==> src/rtl/core_arb_pkg.sv <==
// Shared types and helpers for the N-core shared-memory arbiter.
package core_arb_pkg;

  typedef enum logic [1:0] {
    IDLE    = 2'd0,
    OWNED   = 2'd1,
    RELEASE = 2'd2
  } arb_state_e;

  // A core driving both strobes is treated as a write; its read strobe is masked.
  localparam bit WREN_WINS = 1'b1;

  function automatic int ptr_w(input int n);
    int w;
    w = 1;
    while ((1 << w) < n) w++;
    return w;
  endfunction

endpackage

==> src/rtl/core_arb_rr_picker.sv <==
// Rotating-priority encoder: first requester after rr_ptr, wrapping modulo N_CORES.
module core_arb_rr_picker
  import core_arb_pkg::*;
#(
  parameter int N_CORES = 4,
  parameter int PTR_W   = ptr_w(N_CORES)
) (
  input  logic [N_CORES-1:0] req,
  input  logic [PTR_W-1:0]   rr_ptr,
  output logic [PTR_W-1:0]   winner,
  output logic               valid
);

  always_comb begin
    int idx;
    winner = '0;
    valid  = 1'b0;
    idx    = 0;
    // The last candidate examined is rr_ptr itself, so the previous winner has lowest priority.
    for (int i = 1; i <= N_CORES; i++) begin
      idx = (int'(rr_ptr) + i) % N_CORES;
      if (!valid && req[idx[PTR_W-1:0]]) begin
        winner = idx[PTR_W-1:0];
        valid  = 1'b1;
      end
    end
  end

endmodule

==> src/rtl/core_mem_arbiter.sv <==
// Round-robin arbiter granting one of N_CORES cores the single memory port.
// Define ARB_HOLD_LIMIT_EN to preempt an owner after MAX_HOLD owned cycles.
module core_mem_arbiter
  import core_arb_pkg::*;
#(
  parameter int N_CORES  = 4,
  parameter int ADDR_W   = 32,
  parameter int DATA_W   = 32,
  parameter int MAX_HOLD = 64
) (
  input  logic                       clk,
  input  logic                       reset,
  input  logic [N_CORES-1:0]         core_request,
  output logic [N_CORES-1:0]         core_enable,
  input  logic [N_CORES*ADDR_W-1:0]  core_addr,
  input  logic [N_CORES-1:0]         core_rden,
  input  logic [N_CORES-1:0]         core_wren,
  input  logic [N_CORES*DATA_W-1:0]  core_write_val,
  output logic [DATA_W-1:0]          core_read_val,
  output logic [N_CORES-1:0]         core_read_valid,
  output logic [ADDR_W-1:0]          mem_addr,
  output logic                       mem_rden,
  output logic                       mem_wren,
  output logic [DATA_W-1:0]          mem_write_val,
  input  logic [DATA_W-1:0]          mem_read_val,
  input  logic                       mem_ready
);

  localparam int PTR_W = ptr_w(N_CORES);

  if (N_CORES < 2 || N_CORES > 16 || MAX_HOLD < 1) begin : g_param_check
    $error("core_mem_arbiter: unsupported parameter set");
  end

  arb_state_e         state_q, state_d;
  logic [PTR_W-1:0]   owner_q, owner_d;
  logic [PTR_W-1:0]   rr_ptr_q, rr_ptr_d;
  logic [N_CORES-1:0] enable_q, enable_d;
  logic [PTR_W-1:0]   pick_idx;
  logic               pick_vld;

  logic [N_CORES-1:0] own_onehot;
  logic [ADDR_W-1:0]  own_addr;
  logic [DATA_W-1:0]  own_wval;
  logic               own_req, own_rden, own_wren;
  logic               eff_rden, eff_wren;
  logic               owned, in_flight, preempt, release_now;

  core_arb_rr_picker #(
    .N_CORES (N_CORES),
    .PTR_W   (PTR_W)
  ) u_picker (
    .req    (core_request),
    .rr_ptr (rr_ptr_q),
    .winner (pick_idx),
    .valid  (pick_vld)
  );

  // Owner channel select
  assign owned      = (state_q == OWNED);
  assign own_onehot = N_CORES'(1) << owner_q;
  assign own_req    = core_request[owner_q];
  assign own_rden   = core_rden[owner_q];
  assign own_wren   = core_wren[owner_q];
  assign own_addr   = core_addr[owner_q*ADDR_W +: ADDR_W];
  assign own_wval   = core_write_val[owner_q*DATA_W +: DATA_W];

  assign eff_wren   = own_wren & (WREN_WINS | ~own_rden);
  assign eff_rden   = own_rden & (~WREN_WINS | ~own_wren);

  // The raw strobes define the access in flight even when one of them is masked.
  assign in_flight   = own_rden | own_wren;
  assign release_now = (~own_req | preempt) & (~in_flight | mem_ready);

  assign mem_addr        = owned ? own_addr : '0;
  assign mem_write_val   = owned ? own_wval : '0;
  assign mem_rden        = owned & eff_rden;
  assign mem_wren        = owned & eff_wren;
  assign core_read_valid = (owned & eff_rden & mem_ready) ? own_onehot : '0;
  assign core_read_val   = mem_read_val;
  assign core_enable     = enable_q;

`ifdef ARB_HOLD_LIMIT_EN
  localparam int HOLD_W = $clog2(MAX_HOLD + 1);

  logic [HOLD_W-1:0] hold_cnt_q;
  logic              others_req;

  assign others_req = |(core_request & ~own_onehot);
  assign preempt    = (hold_cnt_q == HOLD_W'(MAX_HOLD)) & others_req;

  always_ff @(posedge clk or negedge reset) begin
    if (!reset) begin
      hold_cnt_q <= '0;
    end else if (state_q == IDLE && pick_vld) begin
      hold_cnt_q <= '0;
    end else if (owned && hold_cnt_q != HOLD_W'(MAX_HOLD)) begin
      hold_cnt_q <= hold_cnt_q + 1'b1;
    end
  end
`else
  assign preempt = 1'b0;
`endif

  always_comb begin
    state_d  = state_q;
    owner_d  = owner_q;
    rr_ptr_d = rr_ptr_q;
    enable_d = enable_q;
    case (state_q)
      IDLE: begin
        enable_d = '0;
        if (pick_vld) begin
          state_d            = OWNED;
          owner_d            = pick_idx;
          rr_ptr_d           = pick_idx;
          enable_d[pick_idx] = 1'b1;
        end
      end
      OWNED: begin
        if (release_now) begin
          state_d  = RELEASE;
          enable_d = '0;
        end
      end
      RELEASE: begin
        state_d  = IDLE;
        enable_d = '0;
      end
      default: begin
        state_d  = IDLE;
        enable_d = '0;
      end
    endcase
  end

  always_ff @(posedge clk or negedge reset) begin
    if (!reset) begin
      state_q  <= IDLE;
      owner_q  <= '0;
      rr_ptr_q <= PTR_W'(N_CORES - 1);
      enable_q <= '0;
    end else begin
      state_q  <= state_d;
      owner_q  <= owner_d;
      rr_ptr_q <= rr_ptr_d;
      enable_q <= enable_d;
    end
  end

endmodule
==> config.mk <==
export PLATFORM = sky130hd
export DESIGN_NAME = core_mem_arbiter
export DESIGN_NICKNAME = d
export VERILOG_FILES = /design/src/rtl/core_arb_pkg.sv /design/src/rtl/core_arb_rr_picker.sv /design/src/rtl/core_mem_arbiter.sv
export SDC_FILE = /design/constraint.sdc
export NUM_CORES = 1
export LEC_CHECK = 0
export CAP_MARGIN = 40
export CORE_AREA = 2 2 161 163
export DETAILED_ROUTE_END_ITERATION = 7
export DIE_AREA = 0 0 163 165
export GPL_TIMING_DRIVEN = 0
export SYNTH_ARGS = -nofsm -noshare
export SYNTH_HDL_FRONTEND = slang
export SYNTH_SLANG_ARGS = --single-unit
export TNS_END_PERCENT = 20
==> constraint.sdc <==
create_clock -name clk -period 1.9 [get_ports clk]
set_clock_uncertainty 0.2 [all_clocks]
set_input_delay 0.38 -clock clk [delete_from_list [all_inputs] [get_ports clk]]
set_output_delay 0.38 -clock clk [all_outputs]
set_load 0.03 [all_outputs]
-- Word level (Yosys, flattened, before mapping)
Cells that the tools add are included.
- register bits after elaboration: 10
- latch bits: 0
- RAM bits: 0
- bits in read-only memories: 0
- bits of input ports: 303
- memories kept: 0
- add/sub/neg operators: 4
- multipliers: 0
- divide/modulo/power cells: 0
- magnitude comparators: 7
- equal/unequal tests: 3
- shift operators: 3
- mux-type cells: 33
- bitwise logic cells: 10
- reductions and logical operators: 10
- operators with widths (kind ; count):
    $shiftx 128x8->32 ; 2
    $mux 32 ; 2
    $lt 2x3->1 const B ; 6
    $bmux 1 s2 ; 7
    $mux 1 ; 12
    $mux 2 ; 6
    $mux 4 ; 3
    $pmux 4 s2 ; 1
    $and 1x1->1 ; 5
    $add 2x1->2 const B ; 2
    $add 2x2->2 const B ; 2
    $logic_and 1x1->1 ; 4
    $pmux 2 s2 ; 1
    $reduce_and 2->1 ; 2
    $shl 1x2->4 const A ; 1
    $logic_not 1->1 ; 3
    $not 1->1 ; 3
    $demux 1 s2 ; 1
    $eq 2x1->1 const B ; 1
    $ge 2x1->1 const B ; 1
    $logic_not 2->1 ; 1
    $ne 2x1->1 const B ; 1
    $ne 2x2->1 const B ; 1
    $or 1x1->1 ; 2

-- Logic depth before layout (Yosys ltp)
Gate-level depths: netlist (run 1).
- depth in word-level cells: 19
- depth in mapped cells: 5
- gate-level depth less buffers: 4

-- Cells and area by module
Synthesis (run 1) repeated with hierarchy kept, for this count alone.
- cells, all modules: 248
- area, all modules: 2885.3 µm²
- by module, submodules not included (module ; times used ; cells an instance ; area each (µm²) ; sequential area each (µm²)):
    core_mem_arbiter ; 1 ; 234 ; 2793.9 ; 252.7
    core_arb_rr_picker ; 1 ; 14 ; 91.3 ; 0.0

-- Worst setup path before layout (run 1)
OpenSTA, ideal clock, no wires.
- kind: flip-flop to output port
- from: register owner_q[0]
- to: output core_read_valid[0]
- data arrival time: 2.087 ns
- data required time: 1.320 ns
- slack: -0.767 ns
- stages on the path, launching flop included: 6
- cell sequence: dfrtp_1 buf_6 mux4_2 nor3b_2 nand2_2 nor3_2
- word-level cells in the longest chain between the ends: 7
- ends and longest elaborated chain (element ; RTL line ; source):
    start, declared ; core_mem_arbiter.sv:36 ; logic [PTR_W-1:0] owner_q, owner_d;
    start signal, assigned ; core_mem_arbiter.sv:145 ; owner_q <= owner_d;
    $bmux 1 s2 ; core_mem_arbiter.sv:64 ; assign own_wren = core_wren[owner_q];
    $mux 1 (implied by the code) ; core_mem_arbiter.sv:64 ;
    $not 1->1 ; core_mem_arbiter.sv:69 ; assign eff_rden = own_rden & (~WREN_WINS | ~own_wren);
    $and 1x1->1 * ; core_mem_arbiter.sv:69 ;
    $and 1x1->1 * ; n/a ;
    named net mem_rden ; core_mem_arbiter.sv:22 ; output logic mem_rden,
    $and 1x1->1 * ; core_mem_arbiter.sv:79 ; assign core_read_valid = (owned & eff_rden & mem_ready) ? own_onehot : '0;
    $mux 4 * ; core_mem_arbiter.sv:79 ;
    end, declared ; core_mem_arbiter.sv:20 ; output logic [N_CORES-1:0] core_read_valid,
Mark *: on every way through the listed nets, which the timed path passes. The rest lies on a longest branch. The select of a mux whose other input is x is not followed.

-- Final worst setup path (run 1)
- from: register owner_q[0]
- to: output core_read_valid[1]
- word-level cells in the longest chain between the ends: 7
- ends and longest elaborated chain (element ; RTL line):
    $bmux 1 s2 ; core_mem_arbiter.sv:64
    $mux 1 (implied by the code) ; core_mem_arbiter.sv:64
    $not 1->1 ; core_mem_arbiter.sv:69
    $and 1x1->1 ; core_mem_arbiter.sv:69
    $and 1x1->1 (2 in a row) ; core_mem_arbiter.sv:79
    $mux 4 * ; core_mem_arbiter.sv:79
Mark *: on every way between the ends. The rest lies on a longest branch, timed or not. The select of a mux whose other input is x is not followed.

==> results summary, run 1 <==
The worst-case IR drop observed on VDD is 0.000808 V. The clock network is responsible for 4.2% of the overall power. The net count reported at finish is ~940. The worst slew slack as a fraction of its limit is 58.3%. The clock tree from TritonCTS is done. The flow ran to the end, but the final reports show violations. The number of sinks on the clock net is 10. The number of detailed-routing iterations run before antenna repair is 4. Setup repair after global routing could not meet its margin everywhere. Of the cells placed in the final design, the portion with a size suffix greater than 1 is 36.4%.

The global-route total usage across every layer came out at 11.5%. The pin count of the biggest net entering global routing came out at 11. The upper clock frequency limit is 387 MHz. The mapped netlist covers 2830 um2. The portion of total power attributed to combinational logic came out at 91.7%. The proportion of netlist area held by the largest area contributor is 53.3%. The leakage power is 2.81 nW.

In this run the tool buffered the top-level ports with 376 buffer cells. Detailed routing inserted a total of approximately 3.7k vias. The worst setup margin is -0.682 ns. The depth of the CTS H-tree is 1.

For this design the top-level I/O count stands at 409. Setup violations remaining at the end of the flow were counted as 75. The library cell used as clock root buffer is clkbuf_16. The via count of the first global-routing pass came out at 3804. The HPWL after detailed placement is 15.2 mm. For this block, the initial DRC count from the detailed router was 179.

mux4_2 takes more of the synthesized area than any other cell. The clock passes through at most 2 buffers. The share of the clock period used by the worst path came out at 136%. The antenna diode count came out at 0. In the routed design, unresolved DRC markers number 0. The number of warnings printed during yosys synthesis came out at 0. The clock buffer count from CTS is 3. The number of nets handed over by synthesis was roughly 540.

The final wirelength is 17.5 mm. In this run the worst path has a maximum fanout of 9. After detailed routing, the average wire length per cell comes to 18.2 um.

The internal power came out at 4.97 mW. The number of synthesized register bits is 10. The final antenna-violating net count came out at 0. The residual overflow from global routing came out at 0. The congestion estimate from routability-driven global placement came to 0.747. The finished cells cover 7400 um2. The power density of the placed cells came out at ~1300 nW/um2. The worst-margin pin slew came out at 0.625 ns. The number of maximum-capacitance constraint violations is 0. In the final layout, flip-flops and latches occupy 253 um2. The top cell types in the final layout, fill and taps aside, are clkdlybuf4s50_1 (300), mux4_2 (67), nor2b_1 (56). The number of hold-slack violations in the final timing report is 0. The area of the die is roughly 27000 um2.

The proportion of power drawn by flip-flops and latches is 4.1%. The effective utilization at floorplan came out at 11.3%. Counting distinct cell types in the post-synthesis netlist gives 31. STA puts the critical path data required time at between 1 and 1.5 ns.

The width of the die came out at 163 um. In this run, post-CTS hold repair placed 0 buffers. The multi-input combinational cells in the finished layout cover a total of 2310 um2. The clock-pin transition on the worst setup and hold timing paths is 0.04 ns. The total area inside the core boundary comes to roughly 25000 um2. For this run, the share of the core covered by cells in the final layout is 29.5%. Data arrives at the worst endpoint at roughly 2.0 ns.

After synthesis, the cell types taking the most area are mux4_2 (53%), nor2b_1 (15%), buf_4 (9.5%), dfrtp_1 (7.1%), dfstp_2 (1.9%). After routing, the total negative slack on setup checks comes to -40.46 ns. The final count of pins violating max slew is 0.

Synthesis produced 240 cells. The filler cells instantiated in the layout total 2644. The shortest clock period the worst path allows after layout is 2.58 ns. The kind of launch point of the worst setup path is a flop. The net switching power is 4.88 mW. The checks that failed: setup timing. The total power draw is about 10 mW. The average via count per standard cell is 3.84. The library cell used most frequently in the layout, excluding fill and tap cells, is clkdlybuf4s50_1.

The net switching fraction of the power came out at 49.6%. The layout overhead on the synthesized area came out at 161%. The latest clock arrival within the worst-skew pair is 0.24 ns. The path type of the worst min-delay path is primary input to async pin. The initial antenna violation count came to 1. The post-synthesis sequential area ratio came out at 8.93%.

The number of cell rows came out at 58. The vertical die dimension is about 170 um. The critical path is of the flop to output port type. The placed instances occupy a cell area of around 7100 um2.

STA classifies the critical path endpoint as an output port. The average cell area after synthesis is approximately 12 um2. The first global-routing pass estimated 23.2 mm of wire.
## worst max-delay path, cell delays in order (launching register included)
cell     delay [ns]
dfrtp_1        0.36
buf_12         0.15
mux4_2         0.55
nor3b_4        0.26
nand2_4        0.13
nor3_4         0.15
buf_6          0.15
## cells in the mapped netlist
| cell | number |
|---|---|
| a221o_1 | 1 |
| nor2_2 | 1 |
| o31ai_2 | 1 |
| nand2_2 | 1 |
| mux2i_1 | 1 |
| nor3b_2 | 1 |
| nor4_1 | 1 |
| clkbuf_1 | 11 |
| and3_1 | 1 |
| a21oi_1 | 2 |
| buf_2 | 7 |
| nor2_1 | 6 |
| or3_1 | 1 |
| nand2b_1 | 5 |
| nand2_1 | 1 |
| nor3_1 | 1 |
| or2_1 | 1 |
| dfstp_2 | 2 |
| nor4b_2 | 1 |
| nor3_2 | 5 |
| mux2_2 | 1 |
| mux4_2 | 67 |
| a221oi_1 | 1 |
| a32o_1 | 2 |
| buf_6 | 1 |
| o21ai_0 | 2 |
| inv_1 | 3 |
| a22o_1 | 2 |
| dfrtp_1 | 8 |
| nor2b_1 | 66 |
| buf_4 | 36 |
## logic make-up (layout without fill, tap and decap cells)
family | count (synthesis) | after routing | share of synthesized area (%)
mux | 69 | 69 | 54.0
simple gates | 92 | 92 | 20.9
flops | 10 | 10 | 8.93
compound gates | 11 | 11 | 3.14
buf+inv | 58 | 450 | 13.0
## worst paths after layout
kind / startpoint / to / slack [ns] / cells past startpoint
max: owner_q[0] / core_read_valid[1] / -0.68 / 6
min: reset / core_enable[3] / 0.26 / 1
max reg2reg: owner_q[0] / core_enable[0] / -0.14 / 6
min reg2reg: core_enable[1] / core_enable[1] / 0.30 / 1
max in group asynchronous: reset / rr_ptr_q[1] / 0.91 / 1
min in group clk: core_enable[1] / core_enable[1] / 0.30 / 1
## what timing repair did
action / 4_1_cts / 5_1_grt
pin swaps: 1 / 2
hold endpoints to repair: 0 / 0
cloned: 0 / 2
setup endpoints to repair: 78 / 78
buffers inserted: 6 / 3
resized for setup: 305 / 58
## power groups by stage
stage / Clock [mW] / Sequential [mW] / Combinational [mW]
6_report: 0.415 / 0.407 / 9.02
5_1_grt: 0.431 / 0.418 / 9.60
4_1_cts: 0.418 / 0.406 / 9.06
3_5_place_dp: 0 / 0.398 / 8.87
3_3_place_gp: 0 / 0.392 / 8.84
2_1_floorplan: 0 / 0.442 / 5.37
## state kept, by name, indices dropped and copies added, names as in the netlist
signal and flops:
core_enable 4, rr_ptr_q 2, owner_q 2, state_q 2
## metrics by stage
stage          hold slack, ns  cells  worst slack, ns
2_1_floorplan          -0.116    240           -0.603
3_3_place_gp            0.286    946            -1.48
3_5_place_dp            0.292    947            -1.36
4_1_cts                 0.273    957           -0.734
5_1_grt                 0.306    962           -0.747
6_report                0.260    962           -0.682
## per-layer routing
layer | part of all wire, % | GRT usage, % | wire length (um)
met4 | 0.65 | 1.29 | 114
met2 | 51 | 20.7 | 8890
met1 | 39 | 14.6 | 6900
met5 | 0.074 | 0 | 13
met3 | 9.0 | 2.56 | 1570
## final cells by class
cell class / instances / area share [%]
buffer: 55 / 6.68
clock buffer: 4 / 1.20
inverter: 3 / 0.152
multi-input combinational: 172 / 31.3
sequential: 10 / 3.42
tap: 330 / 5.58
timing repair buffer: 388 / 51.7
No activity file was read; power rests on OpenSTA's default activity.
==> run 2, diff against run 1 <==
Settings changed: CORE_AREA 2 2 161 163 to 4 4 158 160, DIE_AREA 0 0 163 165 to 0 0 162 164.
==> results summary, run 2 (synthesis gave the netlist of run 1 again) <==
Outcome: finished, violations left (unchanged). Violations in the final reports: setup timing (unchanged). The antenna diode count was 0 (unchanged).

The share of power burned in the clock network is 4.0% (was 4.2%). The destination of the worst register-to-register timing path is core_enable[2] (was core_enable[0]). The total of hold buffers inserted after clock tree synthesis is 0 (unchanged). The most common library cell in the layout ignoring fill and taps is clkdlybuf4s50_1 (unchanged). The path type of the worst min-delay path is primary input to async pin (unchanged). The area of the die came out at 26600 um2 (was 26900 um2). The register-to-register path setup slack came to -0.15 ns (was -0.14 ns). The residual overflow from global routing was 0 (unchanged).

The maximum buffer depth of the clock tree came out at 2 (unchanged). The net switching power came to 5.06 mW (was 4.88 mW). The library cell used as clock root buffer is clkbuf_16 (unchanged). The effective utilization at floorplan was 12.1% (was 11.3%). The final antenna-violating net count came out at 0 (unchanged). The cell depth of the worst flop-to-flop path came out at 6 (unchanged). The number of sinks on the clock net came out at 10 (unchanged).

The path type of the worst setup path is flop to output port (unchanged). The fraction of final layout cells sized beyond drive strength 1 is 37.5% (was 36.4%). The vertical die dimension is 164 um (was 165 um). The shortest clock period the worst path allows after layout came out at 2.56 ns (was 2.58 ns).

The worst IR drop on VDD is 0.000522 V (was 0.000808 V). The number of setup violations in the final report is 75 (unchanged). The kind of launch point of the worst setup path is a flop (unchanged). The number of detailed-routing iterations run before antenna repair came out at 4 (unchanged). The total number of vias is 3722 (was 3698). The number of cell rows came out at 56 (was 58). The pin count of the biggest net entering global routing came out at 11 (unchanged). The width of the die came to 162 um (was 163 um).

The layout overhead on the synthesized area is 166% (was 161%). The number of maximum-capacitance constraint violations is 0 (unchanged). The floorplan core area came out at 23400 um2 (was 25000 um2). The upper clock frequency limit came out at 391 MHz (was 387 MHz). The latest clock arrival within the worst-skew pair is 0.24 ns (about the same).

The number of standard cells in the final layout excluding fillers came out at 951 (was 962). The slowest cell on the critical path is mux4_2 (unchanged). The via count of the first global-routing pass is 3998 (was 3804). The final instance area is 7530 um2 (was 7400 um2).

The count of cell instances traversed by the critical path was 6 (unchanged). The final count of pins violating max slew is 0 (unchanged). Setup repair after global routing missed its margin: true (unchanged). The share of the clock period used by the worst path came out at 135% (was 136%). The dominant delay contributor by cell family on the critical path is multiplexers (unchanged).

The quantity of I/O buffers inserted on ports came out at 376 (unchanged). The sum of buffers and inverters on the critical path came to 2 (unchanged). The flip-flop count of the largest register, all copies and words added is 4 (unchanged). The global-route wire length before repair came out at 24.9 mm (was 23.2 mm). The final hold slack is 0.259 ns (was 0.260 ns). The HPWL after detailed placement was 15.8 mm (was 15.2 mm). The clock-pin transition on the worst setup and hold timing paths came out at 0.04 ns (about the same).

The clock buffer count from CTS came out at 3 (unchanged). The count of pins on the block boundary is 409 (unchanged). The nature of the critical path endpoint is an output port (unchanged).

The arrival time reported for the critical path endpoint is 1.98 ns (was 2.00 ns). The number of hold-slack violations in the final timing report is 0 (unchanged). The routed length per instance was 19.2 um (was 18.2 um). The leakage power is 2.86 nW (was 2.81 nW). The portion of total power attributed to combinational logic came to 92.0% (was 91.7%). The proportion of power drawn by flip-flops and latches came out at 3.9% (was 4.1%). The top fanout value on the critical path is 9 (unchanged). Most frequent cells in the layout: clkdlybuf4s50_1 (301), mux4_2 (67), buf_4 (54) (was clkdlybuf4s50_1 (300), mux4_2 (67), nor2b_1 (56)). The initial antenna violation count was 2 (was 1). The worst slew slack as a fraction of its limit came to 55.8% (was 58.3%). The global-route total usage across every layer is 12.3% (was 11.5%). The number of placed cells counting well taps came out at 936 (was 947). The clock tree from TritonCTS is done (unchanged). The first-iteration detailed-routing DRC count is 161 (was 179). Cell breakdown of the critical path: buf_12 > mux4_2 > nor3b_4 > nand2_4 > nor3_4 > buf_6 (unchanged). The final weighted congestion in routability-driven placement is 0.782 (was 0.747). The final wirelength came out at 18.2 mm (was 17.5 mm). The net switching fraction of the power came to 49.0% (was 49.6%). The highest cell delay on the worst timing path is 0.54 ns (was 0.55 ns). The worst setup margin came out at -0.659 ns (was -0.682 ns). The total cell area at the placement stage came out at 7070 um2 (was 7090 um2).

The worst-margin pin slew is 0.663 ns (was 0.625 ns). The worst reg2reg path startpoint was owner_q[0] (unchanged). The power density of the placed cells was 1370 nW/um2 (was 1330 nW/um2). The net count reported at finish came out at 936 (unchanged). The remaining routing DRC violations is 0 (unchanged). The internal power is 5.28 mW (was 4.97 mW). The depth of the CTS H-tree came out at 1 (unchanged). The average via count per standard cell is 3.91 (was 3.84). The required time of the critical path is 1.32 ns (about the same).
==> run 2: cell count changes in the layout (fill, tap and decap cells not counted), moves of 2 or more <==
cell             previous run  this run
clkdlybuf4s15_2            31        35
buf_8                       1         3
buf_12                      7         5
nor2b_1                    56        52
nor2b_4                     4        14
buf_4                      48        54
buf_2                      19         3
clkdlybuf4s15_1             2         0
buf_6                      14        24
nor2b_2                     6         0
==> run 2: timing repair <==
| item | CTS | global route |
|---|---|---|
| gates resized for setup | 368 | 41 |
| hold endpoints to repair | 0 | 0 |
| endpoints found under the setup margin | 78 | 78 |
| buffers inserted | 7 | 2 |
| pin swaps | 2 | 2 |
| gates cloned | 0 | 2 |
==> run 2: worst max path at each step <==
stage               startpoint                 end  slack (ns)
floorplan           owner_q[0]  core_read_valid[0]       -0.60
global placement    state_q[1]   mem_write_val[12]       -1.36
detailed placement  owner_q[1]   mem_write_val[20]       -1.33
CTS                 owner_q[0]  core_read_valid[3]       -0.69
global route        owner_q[0]         mem_addr[5]       -0.72
finish              owner_q[0]  core_read_valid[3]       -0.66
==> run 2: worst reg2reg max path: cells and delay by family, from the launching register on <==
kind                   cells  cell delay (ns)
AO/OA/AOI/OAI              2             0.36
buffers and inverters      2             0.34
flip-flops                 1             0.38
multiplexers               1             0.55
AND/OR/NAND/NOR            1             0.12
==> run 2: metal layers <==
layer | share of wire (%) | global-route usage [%] | routed length [um]
met2 | 51 | 22.6 | 9370
met3 | 9.7 | 3.34 | 1760
met1 | 38 | 15.0 | 7000
met5 | 0.18 | 0 | 33
met4 | 0.27 | 0.846 | 49
==> run 2: layout make-up <==
class                      count  area (um2)
fill                        2465       15900
timing repair buffer         388        3920
multi-input combinational    172        2370
buffer                        55         485
tap                          319         399
sequential                    10         253
clock buffer                   4        88.8
inverter                       3        11.3
==> run 2: metrics by stage <==
step | power, mW | setup WS (ns) | setup TNS [ns] | utilization [%]
after detailed placement | 9.31 | -1.33 | -77.05 | 30.2
after CTS | 10.3 | -0.692 | -43.94 | 31.8
after global placement | 9.30 | -1.36 | -83.75 | 30.2
after global routing | 10.9 | -0.722 | -47.15 | 32.2
final | 10.3 | -0.659 | -41.45 | 32.2
after floorplan | 5.81 | -0.603 | -15.30 | -
==> run 2: power by group through the flow <==
stage	clock, mW	combinational [mW]	sequential (mW)
CTS	0.427	9.43	0.404
detailed placement	0	8.92	0.395
finish	0.418	9.51	0.407
floorplan	0	5.37	0.442
global route	0.443	10.1	0.420
global placement	0	8.91	0.394
==> run 3, diff against run 2 <==
Settings changed: SLEW_MARGIN set to 10.
==> results of run 3 <==
Same layout as run 2: the final DEF is identical, and so are final timing and power.
